$ cat config.mk
export PLATFORM = sky130hd
export DESIGN_NAME = axis_packet_arbiter
export DESIGN_NICKNAME = d
export VERILOG_FILES = /design/src/rtl/axis_pkg.sv /design/src/rtl/rr_pick.sv /design/src/rtl/axis_packet_arbiter.sv
export SDC_FILE = /design/constraint.sdc
export NUM_CORES = 1
export LEC_CHECK = 0
export BUFFER_PORTS_ARGS = -buffer_cell sky130_fd_sc_hd__buf_4
export CAP_MARGIN = 20
export CORE_AREA = 2 2 289 291
export DETAILED_ROUTE_END_ITERATION = 8
export DIE_AREA = 0 0 291 293
export GPL_TIMING_DRIVEN = 0
export SYNTH_ARGS = -nofsm -noshare
export SYNTH_HDL_FRONTEND = slang
export SYNTH_SLANG_ARGS = --single-unit
$ cat constraint.sdc
create_clock -name clk -period 1.6 [get_ports clk]
set_clock_uncertainty 0.15 [all_clocks]
set_input_delay 0.08 -clock clk [delete_from_list [all_inputs] [get_ports clk]]
set_output_delay 0.08 -clock clk [all_outputs]
set_load 0.1 [all_outputs]
$ cat src/rtl/axis_pkg.sv
`default_nettype none
// ------------------------------------------------------------------
// axis_pkg : shared encodings and defaults for the AXIS arbiters
// Rev 1.0
// ------------------------------------------------------------------
package axis_pkg;

  localparam int AXIS_DEFAULT_DW = 128;

  localparam logic [0:0] ST_IDLE   = 1'b0;
  localparam logic [0:0] ST_LOCKED = 1'b1;

  typedef enum logic [0:0] {
    S_IDLE   = ST_IDLE,
    S_LOCKED = ST_LOCKED
  } arb_state_e;

endpackage
`default_nettype wire

$ cat src/rtl/rr_pick.sv
`default_nettype none
// ------------------------------------------------------------------
// rr_pick : combinational round-robin pick, scanning upward from last+1
// Rev 1.0
// ------------------------------------------------------------------
module rr_pick #(
  parameter  int NUM_IN = 4,
  localparam int IW     = $clog2(NUM_IN)
) (
  input  logic [NUM_IN-1:0] i_req,
  input  logic [IW-1:0]     i_last_grant,
  output logic [IW-1:0]     o_winner,
  output logic              o_found
);

  logic [IW:0] w_idx;

  // Scan from the far end so the nearest requester after last_grant wins.
  always_comb begin
    o_winner = '0;
    o_found  = 1'b0;
    w_idx    = '0;
    for (int i = NUM_IN; i >= 1; i--) begin
      w_idx = {1'b0, i_last_grant} + (IW+1)'(i);
      if (w_idx >= (IW+1)'(NUM_IN)) begin
        w_idx = w_idx - (IW+1)'(NUM_IN);
      end
      if (i_req[w_idx[IW-1:0]]) begin
        o_found  = 1'b1;
        o_winner = w_idx[IW-1:0];
      end
    end
  end

endmodule
`default_nettype wire

$ cat src/rtl/axis_packet_arbiter.sv
`default_nettype none
// ------------------------------------------------------------------
// axis_packet_arbiter : packet-granular round-robin AXI-Stream arbiter
// Optional counters: define AXIS_PKT_ARB_STATS_EN.   Rev 1.0
// ------------------------------------------------------------------
module axis_packet_arbiter
  import axis_pkg::*;
#(
  parameter  int DW     = AXIS_DEFAULT_DW,
  parameter  int NUM_IN = 4,
  localparam int IW     = $clog2(NUM_IN)
) (
  input  logic                   clk,
  input  logic                   resetn,
  input  logic [NUM_IN*DW-1:0]   s_axis_tdata,
  input  logic [NUM_IN*DW/8-1:0] s_axis_tkeep,
  input  logic [NUM_IN-1:0]      s_axis_tlast,
  input  logic [NUM_IN-1:0]      s_axis_tvalid,
  output logic [NUM_IN-1:0]      s_axis_tready,
  output logic [DW-1:0]          m_axis_tdata,
  output logic [DW/8-1:0]        m_axis_tkeep,
  output logic                   m_axis_tlast,
  output logic                   m_axis_tvalid,
  input  logic                   m_axis_tready,
  output logic [IW-1:0]          m_axis_tid,
  output logic                   busy
`ifdef AXIS_PKT_ARB_STATS_EN
  ,
  output logic [NUM_IN*32-1:0]   pkt_count,
  output logic [31:0]            stall_count
`endif
);

  arb_state_e      r_state;
  arb_state_e      w_next;
  logic [IW-1:0]   r_grant;
  logic [IW-1:0]   r_last_grant;
  logic [IW-1:0]   w_winner;
  logic            w_found;
  logic            w_done;

  rr_pick #(
    .NUM_IN(NUM_IN)
  ) u_rr_pick (
    .i_req       (s_axis_tvalid),
    .i_last_grant(r_last_grant),
    .o_winner    (w_winner),
    .o_found     (w_found)
  );

  always_ff @(posedge clk or negedge resetn) begin
    if (!resetn) begin
      r_state      <= S_IDLE;
      r_grant      <= '0;
      r_last_grant <= IW'(NUM_IN-1);
    end else begin
      r_state <= w_next;
      if (r_state == S_IDLE && w_found) begin
        r_grant <= w_winner;
      end
      if (w_done) begin
        r_last_grant <= r_grant;
      end
    end
  end

  // Outputs are gated by state so an async reset silences them at once.
  always_comb begin
    w_next        = r_state;
    w_done        = 1'b0;
    m_axis_tdata  = '0;
    m_axis_tkeep  = '0;
    m_axis_tlast  = 1'b0;
    m_axis_tvalid = 1'b0;
    s_axis_tready = '0;
    m_axis_tid    = '0;
    busy          = 1'b0;
    case (r_state)
      S_IDLE: begin
        if (w_found) begin
          w_next = S_LOCKED;
        end
      end
      S_LOCKED: begin
        m_axis_tdata           = s_axis_tdata[r_grant*DW +: DW];
        m_axis_tkeep           = s_axis_tkeep[r_grant*(DW/8) +: DW/8];
        m_axis_tlast           = s_axis_tlast[r_grant];
        m_axis_tvalid          = s_axis_tvalid[r_grant];
        s_axis_tready[r_grant] = m_axis_tready;
        m_axis_tid             = r_grant;
        busy                   = 1'b1;
        w_done = s_axis_tvalid[r_grant] & m_axis_tready & s_axis_tlast[r_grant];
        if (w_done) begin
          w_next = S_IDLE;
        end
      end
      default: w_next = S_IDLE;
    endcase
  end

`ifdef AXIS_PKT_ARB_STATS_EN
  logic [31:0] r_pkt_count [NUM_IN];
  logic [31:0] r_stall_count;

  for (genvar k = 0; k < NUM_IN; k++) begin : g_pkt_cnt
    always_ff @(posedge clk or negedge resetn) begin
      if (!resetn) begin
        r_pkt_count[k] <= '0;
      end else if (w_done && r_grant == IW'(k)) begin
        r_pkt_count[k] <= r_pkt_count[k] + 32'd1;
      end
    end
    assign pkt_count[k*32 +: 32] = r_pkt_count[k];
  end

  always_ff @(posedge clk or negedge resetn) begin
    if (!resetn) begin
      r_stall_count <= '0;
    end else if (m_axis_tvalid && !m_axis_tready && r_stall_count != 32'hFFFF_FFFF) begin
      r_stall_count <= r_stall_count + 32'd1;
    end
  end
  assign stall_count = r_stall_count;
`endif

endmodule
`default_nettype wire

==> results.py, run 1 <==
metrics = {
    "run_status": {
        "outcome": "finished, violations left",
        "violations": "setup timing",
    },
    "worst_setup_path": {
        "cp.required_ps": 1370,
        "r2r-end": "r_last_grant[0]$_DFFE_PN1P_",
        "crit_path_end": "m_axis_tdata[39]",
        "cp.arrival_ps": 2050,
        "worstSetupPathType": "reg2out",
        "critPathMaxFanout": 7,
        "critPathCaptureType": "primary output",
        "critPathLaunch": "r_grant[0]$_DFFE_PN0P_",
        "worst_r2r_path_depth": 6,
        "r2r_setup_slack_ps": -480,
        "regToRegStartpoint": "r_grant[0]$_DFFE_PN0P_",
        "startpoint_type": "register",
    },
    "synthesis": {
        "synth.net_count": 965,
        "ys_seq_elements": 5,
        "syn_inst": 378,
        "synth.distinct_cells": 29,
        "synth_top_family_by_area": "multiplexers",
        "synth_xor_area_share_pct": 0,
        "async_flop_share_pct": 100,
        "synth-seq-area-share_pct": 2.61,
        "syn_area_um2": 4890,
        "synthMuxAreaShare_pct": 67.9,
        "avgSynthCellArea_um2": 12.9,
        "synth_ff_type": "dfrtp_1",
        "synth-simple-area-share_pct": 20.6,
        "synth_fa_ha_area_share_pct": 0,
        "synth_edf_count": 0,
        "synth_compound_area_share_pct": 1.56,
        "synth-warning-count": 0,
    },
    "cells_and_area": {
        "drive_gt1_share_pct": 97.6,
        "nNetsFinal": 1743,
        "area_delta_synth_final_pct": 203,
        "fin_cells": 2244,
        "finish.utilization_pct": 18.1,
    },
    "sta": {
        "setup_slack_ps": -676,
        "setup_viol": 155,
        "slew_headroom_pct": 57.4,
        "tns_ps": -87280,
        "fin_crit_sh_pct": 142,
        "final-hold-violation-count": 0,
        "fmax_mhz": 439,
        "min_period_ps": 2280,
        "hold_ws_ps": 59.6,
        "rsz0062_at_grt": "yes",
        "slew_viol_final": 0,
        "tightest_slew_ps": 639,
    },
    "floorplan": {
        "die-area_um2": 85300,
        "die_height_um": 293,
        "row_count": 105,
        "core-area_um2": 81800,
        "start_util_pct": 5.98,
        "die_x_um": 291,
        "ioPinCount": 740,
    },
    "clock_tree": {
        "cts_inserted_buffers": 3,
        "clockBufferDepth": 2,
        "htreeDepth": 1,
        "clk_latency_ps": 220,
        "cts_root_buf": "clkbuf_16",
        "clock_sinks": 5,
        "cts_tree": "done",
        "cts.clk_slew.worst_paths_ps": 30,
    },
    "routing": {
        "detail_route.iter0.violations": 248,
        "wl_mm": 51.3,
        "drc": 0,
        "vias_per_cell": 3.32,
        "dr.pass1.iters": 4,
        "wl_per_cell_um": 22.9,
        "ant_nets": 0,
        "vias": 7461,
    },
    "global_routing": {
        "grt_start_max_net_pins": 11,
        "grt_antenna_before_repair": 32,
        "grt_use_total_pct": 11.3,
        "grt_pass1_wl_mm": 65.3,
        "overflow": 0,
        "grt_pass1_vias": 8090,
    },
    "worst_hold_path": {
        "hold_class": "in2reg",
    },
    "place": {
        "dp_cells": 2187,
        "post-place-ws_ps": -1300,
        "place_congestion": 0.937,
        "io_buffers": 739,
        "place_hpwl_mm": 44.5,
    },
    "power": {
        "vdd_drop_max_mv": 1.93,
        "power_density_nw_per_um2": 2830,
        "p_leak_nw": 6.56,
    },
    "run": {
        "cap_violations": 0,
    },
}
## cell type report
| type | instances | area (um2) |
|---|---|---|
| Tap cell | 1070 | 1340 |
| Fill cell | 8984 | 67000 |
| Antenna cell | 19 | 47.5 |
| Clock buffer | 4 | 78.8 |
| Multi-Input combinational cell | 322 | 4830 |
| Sequential cell | 5 | 131 |
| Buffer | 50 | 653 |
| Timing Repair Buffer | 773 | 7750 |
| Inverter | 1 | 3.75 |
## flip-flops by register name (all words and copies together), names as in the netlist
name,count
r_state,1
r_last_grant,2
r_grant,2
## how the worst min path moves through the flow
stage                        endpoint        startpoint  cells after the start
2_1_floorplan  r_grant[0]$_DFFE_PN0P_            resetn                      0
3_3_place_gp        r_state$_DFF_PN0_            resetn                      1
3_5_place_dp        r_state$_DFF_PN0_            resetn                      1
4_1_cts             r_state$_DFF_PN0_  s_axis_tvalid[2]                      3
5_1_grt             r_state$_DFF_PN0_  s_axis_tvalid[2]                      3
6_report            r_state$_DFF_PN0_  s_axis_tvalid[2]                      3
## cells in the mapped netlist, types with 2 or more instances
library cell | instances | area [um2]
mux4_2 | 146 | 3290
dfrtp_1 | 3 | 75.1
dfstp_2 | 2 | 52.6
buf_8 | 10 | 150
buf_2 | 14 | 70.1
and2_1 | 148 | 926
clkbuf_1 | 22 | 82.6
a21boi_0 | 3 | 22.5
a21oi_1 | 2 | 10.0
nand2b_1 | 2 | 12.5
mux2_2 | 2 | 22.5
nor3b_1 | 2 | 15.0
buf_6 | 3 | 33.8
nand2_1 | 3 | 11.3
o21ai_0 | 2 | 10.0
## critical path, stage by stage, from the launching register on
cell,delay (ps)
dfrtp_1,360
buf_12,160
buf_16,180
buf_12,150
mux4_2,580
and2_4,200
buf_12,160
## routing by layer
| metal | share of wire, % | GRT usage, % | vias to the layer above |
|---|---|---|---|
| li1 | - | - | 3146 |
| met1 | 35 | 11.8 | 3636 |
| met2 | 50 | 20.3 | 558 |
| met3 | 10 | 4.15 | 113 |
| met4 | 5.1 | 4.54 | 8 |
| met5 | 0.11 | 0 | - |
## timing repair
action | CTS | global route
setup buffers | 14 | 13
hold buffers | 1 | 0
gates cloned | 6 | 4
pin swaps | 5 | 2
hold endpoints to repair | 5 | 0
gates resized for setup | 372 | 108
endpoints found under the setup margin | 157 | 156
## cells by family (layout without fill, tap and decap cells)
kind of cell	count (synthesis)	count (layout)
AOI/OAI and AO/OA	11	11
and+or+nand+nor	162	162
other	0	19
buffers and inverters	51	828
muxes	149	149
DFF	5	5
## where the power goes
group	internal [W]	switching, W	total [W]
registers	0.000206	0.0000711	0.000278
logic	0.0169	0.0245	0.0413
clock network	0.000330	0.0000766	0.000406
total	0.0174	0.0246	0.0420
## cells in the final DEF, fill, tap and decap left out, types with 4 or more instances in the layout
cell	Yosys	layout
clkbuf_1	22	7
buf_8	10	4
buf_4	0	606
clkbuf_2	0	11
buf_6	3	29
clkbuf_16	0	9
mux4_2	146	146
diode_2	0	19
buf_16	0	7
and2_4	0	146
buf_12	1	149
## stage by stage
stage	total power, W	instance area, um2
after global routing	0.0433	14800
after CTS	0.0403	14200
after global placement	0.0337	12300
after floorplan	0.0263	5420
after detailed placement	0.0337	12300
final	0.0420	14800
Note: power is estimated with default switching activity, not from simulation.
==> inputs of run 2 (changes only) <==
--- a/config.mk
+++ b/config.mk
@@ -7,9 +7,9 @@
 export LEC_CHECK = 0
 export BUFFER_PORTS_ARGS = -buffer_cell sky130_fd_sc_hd__buf_4
 export CAP_MARGIN = 20
-export CORE_AREA = 2 2 289 291
+export CORE_AREA = 2 2 290 292
 export DETAILED_ROUTE_END_ITERATION = 8
-export DIE_AREA = 0 0 291 293
+export DIE_AREA = 0 0 292 294
 export GPL_TIMING_DRIVEN = 0
 export SYNTH_ARGS = -nofsm -noshare
 export SYNTH_HDL_FRONTEND = slang
==> constraint.sdc (replaced) <==
create_clock -name clk -period 2.7 [get_ports clk]
set_clock_uncertainty 0.15 [all_clocks]
set_input_delay 0.135 -clock clk [delete_from_list [all_inputs] [get_ports clk]]
set_output_delay 0.135 -clock clk [all_outputs]
set_load 0.1 [all_outputs]
==> run 2 against run 1 <==
  * Worst setup slack better by 770 ps
  * Global-route usage up 1.5 points
  * Register-to-register slack better by 1400 ps
  * Die area up 0.69%
  * Largest cell class unchanged
  * The flow now finishes without violations
  * Critical path type unchanged
  * Largest power group unchanged
  * Routed wire length up 14%
==> results.py, run 2 (synthesis results as in run 1) <==
metrics = {
    "run_status": {
        "outcome": "completed",
    },
    "floorplan": {
        "row_count": 106,
        "core-area_um2": 82900,
        "die-area_um2": 85800,
        "start_util_pct": 5.90,
        "ioPinCount": 740,
        "die_height_um": 294,
        "die_x_um": 292,
    },
    "cells_and_area": {
        "num-fill-cells": 9437,
        "drive_gt1_share_pct": 83.0,
        "design_area_um2": 12000,
        "final_common_cell": "buf_4",
        "area_delta_synth_final_pct": 145,
        "nNetsFinal": 1711,
        "top_regs": "r_grant: 2 flops, r_last_grant: 2 flops, r_state: 1 flops",
        "fin_cells": 2217,
        "final_cell_mix": "740 x buf_4, 147 x and2_1, 146 x mux4_2",
    },
    "sta": {
        "slew_headroom_pct": 45.1,
        "final-hold-violation-count": 0,
        "rsz0062_at_grt": "no",
        "min_period_ps": 2600,
        "tns_ps": 0,
        "setup_viol": 0,
        "fmax_mhz": 384,
        "tightest_slew_ps": 824,
        "hold_ws_ps": 144,
        "fin_crit_sh_pct": 96.3,
        "slew_viol_final": 0,
    },
    "worst_setup_path": {
        "path_cells": "buf_4 -> buf_6 -> buf_2 -> mux4_2 -> and2_1 -> buf_4",
        "cp.arrival_ps": 2320,
        "startpoint_type": "register",
        "critPathMaxFanout": 10,
        "worstSetupPathType": "reg2out",
        "crit_top_cell": "buf_4",
        "slowest_delay_ps": 430,
        "critPathCaptureType": "primary output",
        "critPathSlowestCell": "mux4_2",
        "cp.required_ps": 2410,
    },
    "run": {
        "cap_violations": 0,
    },
    "clock_tree": {
        "htreeDepth": 1,
        "clockBufferDepth": 2,
        "cts.clk_slew.worst_paths_ps": 30,
        "cts_inserted_buffers": 3,
        "clk_latency_ps": 230,
        "cts_root_buf": "clkbuf_16",
        "cts_tree": "done",
        "postCtsSetupRepairBufs": 0,
        "clock_sinks": 5,
    },
    "routing": {
        "drc": 0,
        "vias_per_cell": 3.35,
        "dr.pass1.iters": 5,
        "ant_nets": 0,
        "wl_per_cell_um": 26.4,
        "wl_mm": 58.6,
        "detail_route.iter0.violations": 344,
        "vias": 7426,
    },
    "place": {
        "io_buffers": 739,
        "place_hpwl_mm": 54.5,
        "place_congestion": 0.900,
        "placed_area_um2": 11800,
        "dp_cells": 2198,
    },
    "power": {
        "p_leak_nw": 5.23,
        "power_density_nw_per_um2": 1570,
        "finalPower_w": 0.0188,
        "vdd_drop_max_mv": 1.22,
    },
    "global_routing": {
        "grt_use_total_pct": 12.8,
        "grt_pass1_wl_mm": 72.0,
        "overflow": 0,
        "grt_antenna_before_repair": 61,
        "grt_start_max_net_pins": 11,
        "grt_pass1_vias": 7657,
    },
    "worst_hold_path": {
        "hold_class": "in2reg",
    },
}
==> run 2: cell count changes in the layout (fill, tap and decap cells not counted), sizes merged <==
cell / change
clkbuf: -3
diode: -5
bufbuf: -1
buf: -28
==> run 2: critical path, delay by kind of cell (launching register included) <==
kind	cells	cell delay, ps
buf+inv	4	1110
simple gates	1	190
flops	1	310
mux	1	430
==> run 2: path summary, 6_finish.rpt <==
check | start | endpoint | slack (ps) | cells past startpoint
hold / removal | s_axis_tvalid[2] | r_grant[0]$_DFFE_PN0P_ | 140 | 3
min in group asynchronous | resetn | r_state$_DFF_PN0_ | 160 | 2
setup / recovery | r_grant[1]$_DFFE_PN0P_ | m_axis_tkeep[12] | 100 | 6
hold reg to reg | r_last_grant[1]$_DFFE_PN1P_ | r_last_grant[1]$_DFFE_PN1P_ | 510 | 1
setup reg to reg | r_grant[0]$_DFFE_PN0P_ | r_last_grant[0]$_DFFE_PN1P_ | 880 | 4
max in group asynchronous | resetn | r_last_grant[1]$_DFFE_PN1P_ | 2040 | 2
==> run 2: repair_timing <==
item | CTS | global route
setup endpoints to repair | 116 | 0
hold buffers | 1 | 0
hold endpoints to repair | 5 | 0
gates resized for setup | 8 | 0
==> run 2: power breakdown <==
group	switching [W]	internal, W
combinational	0.0133	0.00505
sequential	0.0000502	0.000120
clock	0.0000469	0.000196
total	0.0134	0.00536
==> run 2: per-stage QoR <==
stage	util (%)	setup slack (ps)
detailed placement	14.3	-219
global placement	14.3	-401
global route	14.4	21.0
floorplan	-	124
CTS	14.4	23.9
finish	14.4	98.8
==> run 2: metal layers <==
metal / global-route usage [%] / up-vias / wire length, um
li1: - / 3067 / -
met4: 2.25 / 36 / 1450
met5: 0 / - / 237
met2: 21.4 / 597 / 27200
met3: 5.69 / 115 / 6640
met1: 15.2 / 3611 / 23100
==> run 2: area by class of cell <==
class,instances,area [um2],area share (%)
Buffer,50,372,3.10
Tap cell,1080,1350,11.3
Sequential cell,5,129,1.08
Multi-Input combinational cell,322,4430,37.0
Clock buffer,4,78.8,0.658
Inverter,1,3.75,0.0314
Timing Repair Buffer,741,5570,46.6
Antenna cell,14,35.0,0.293
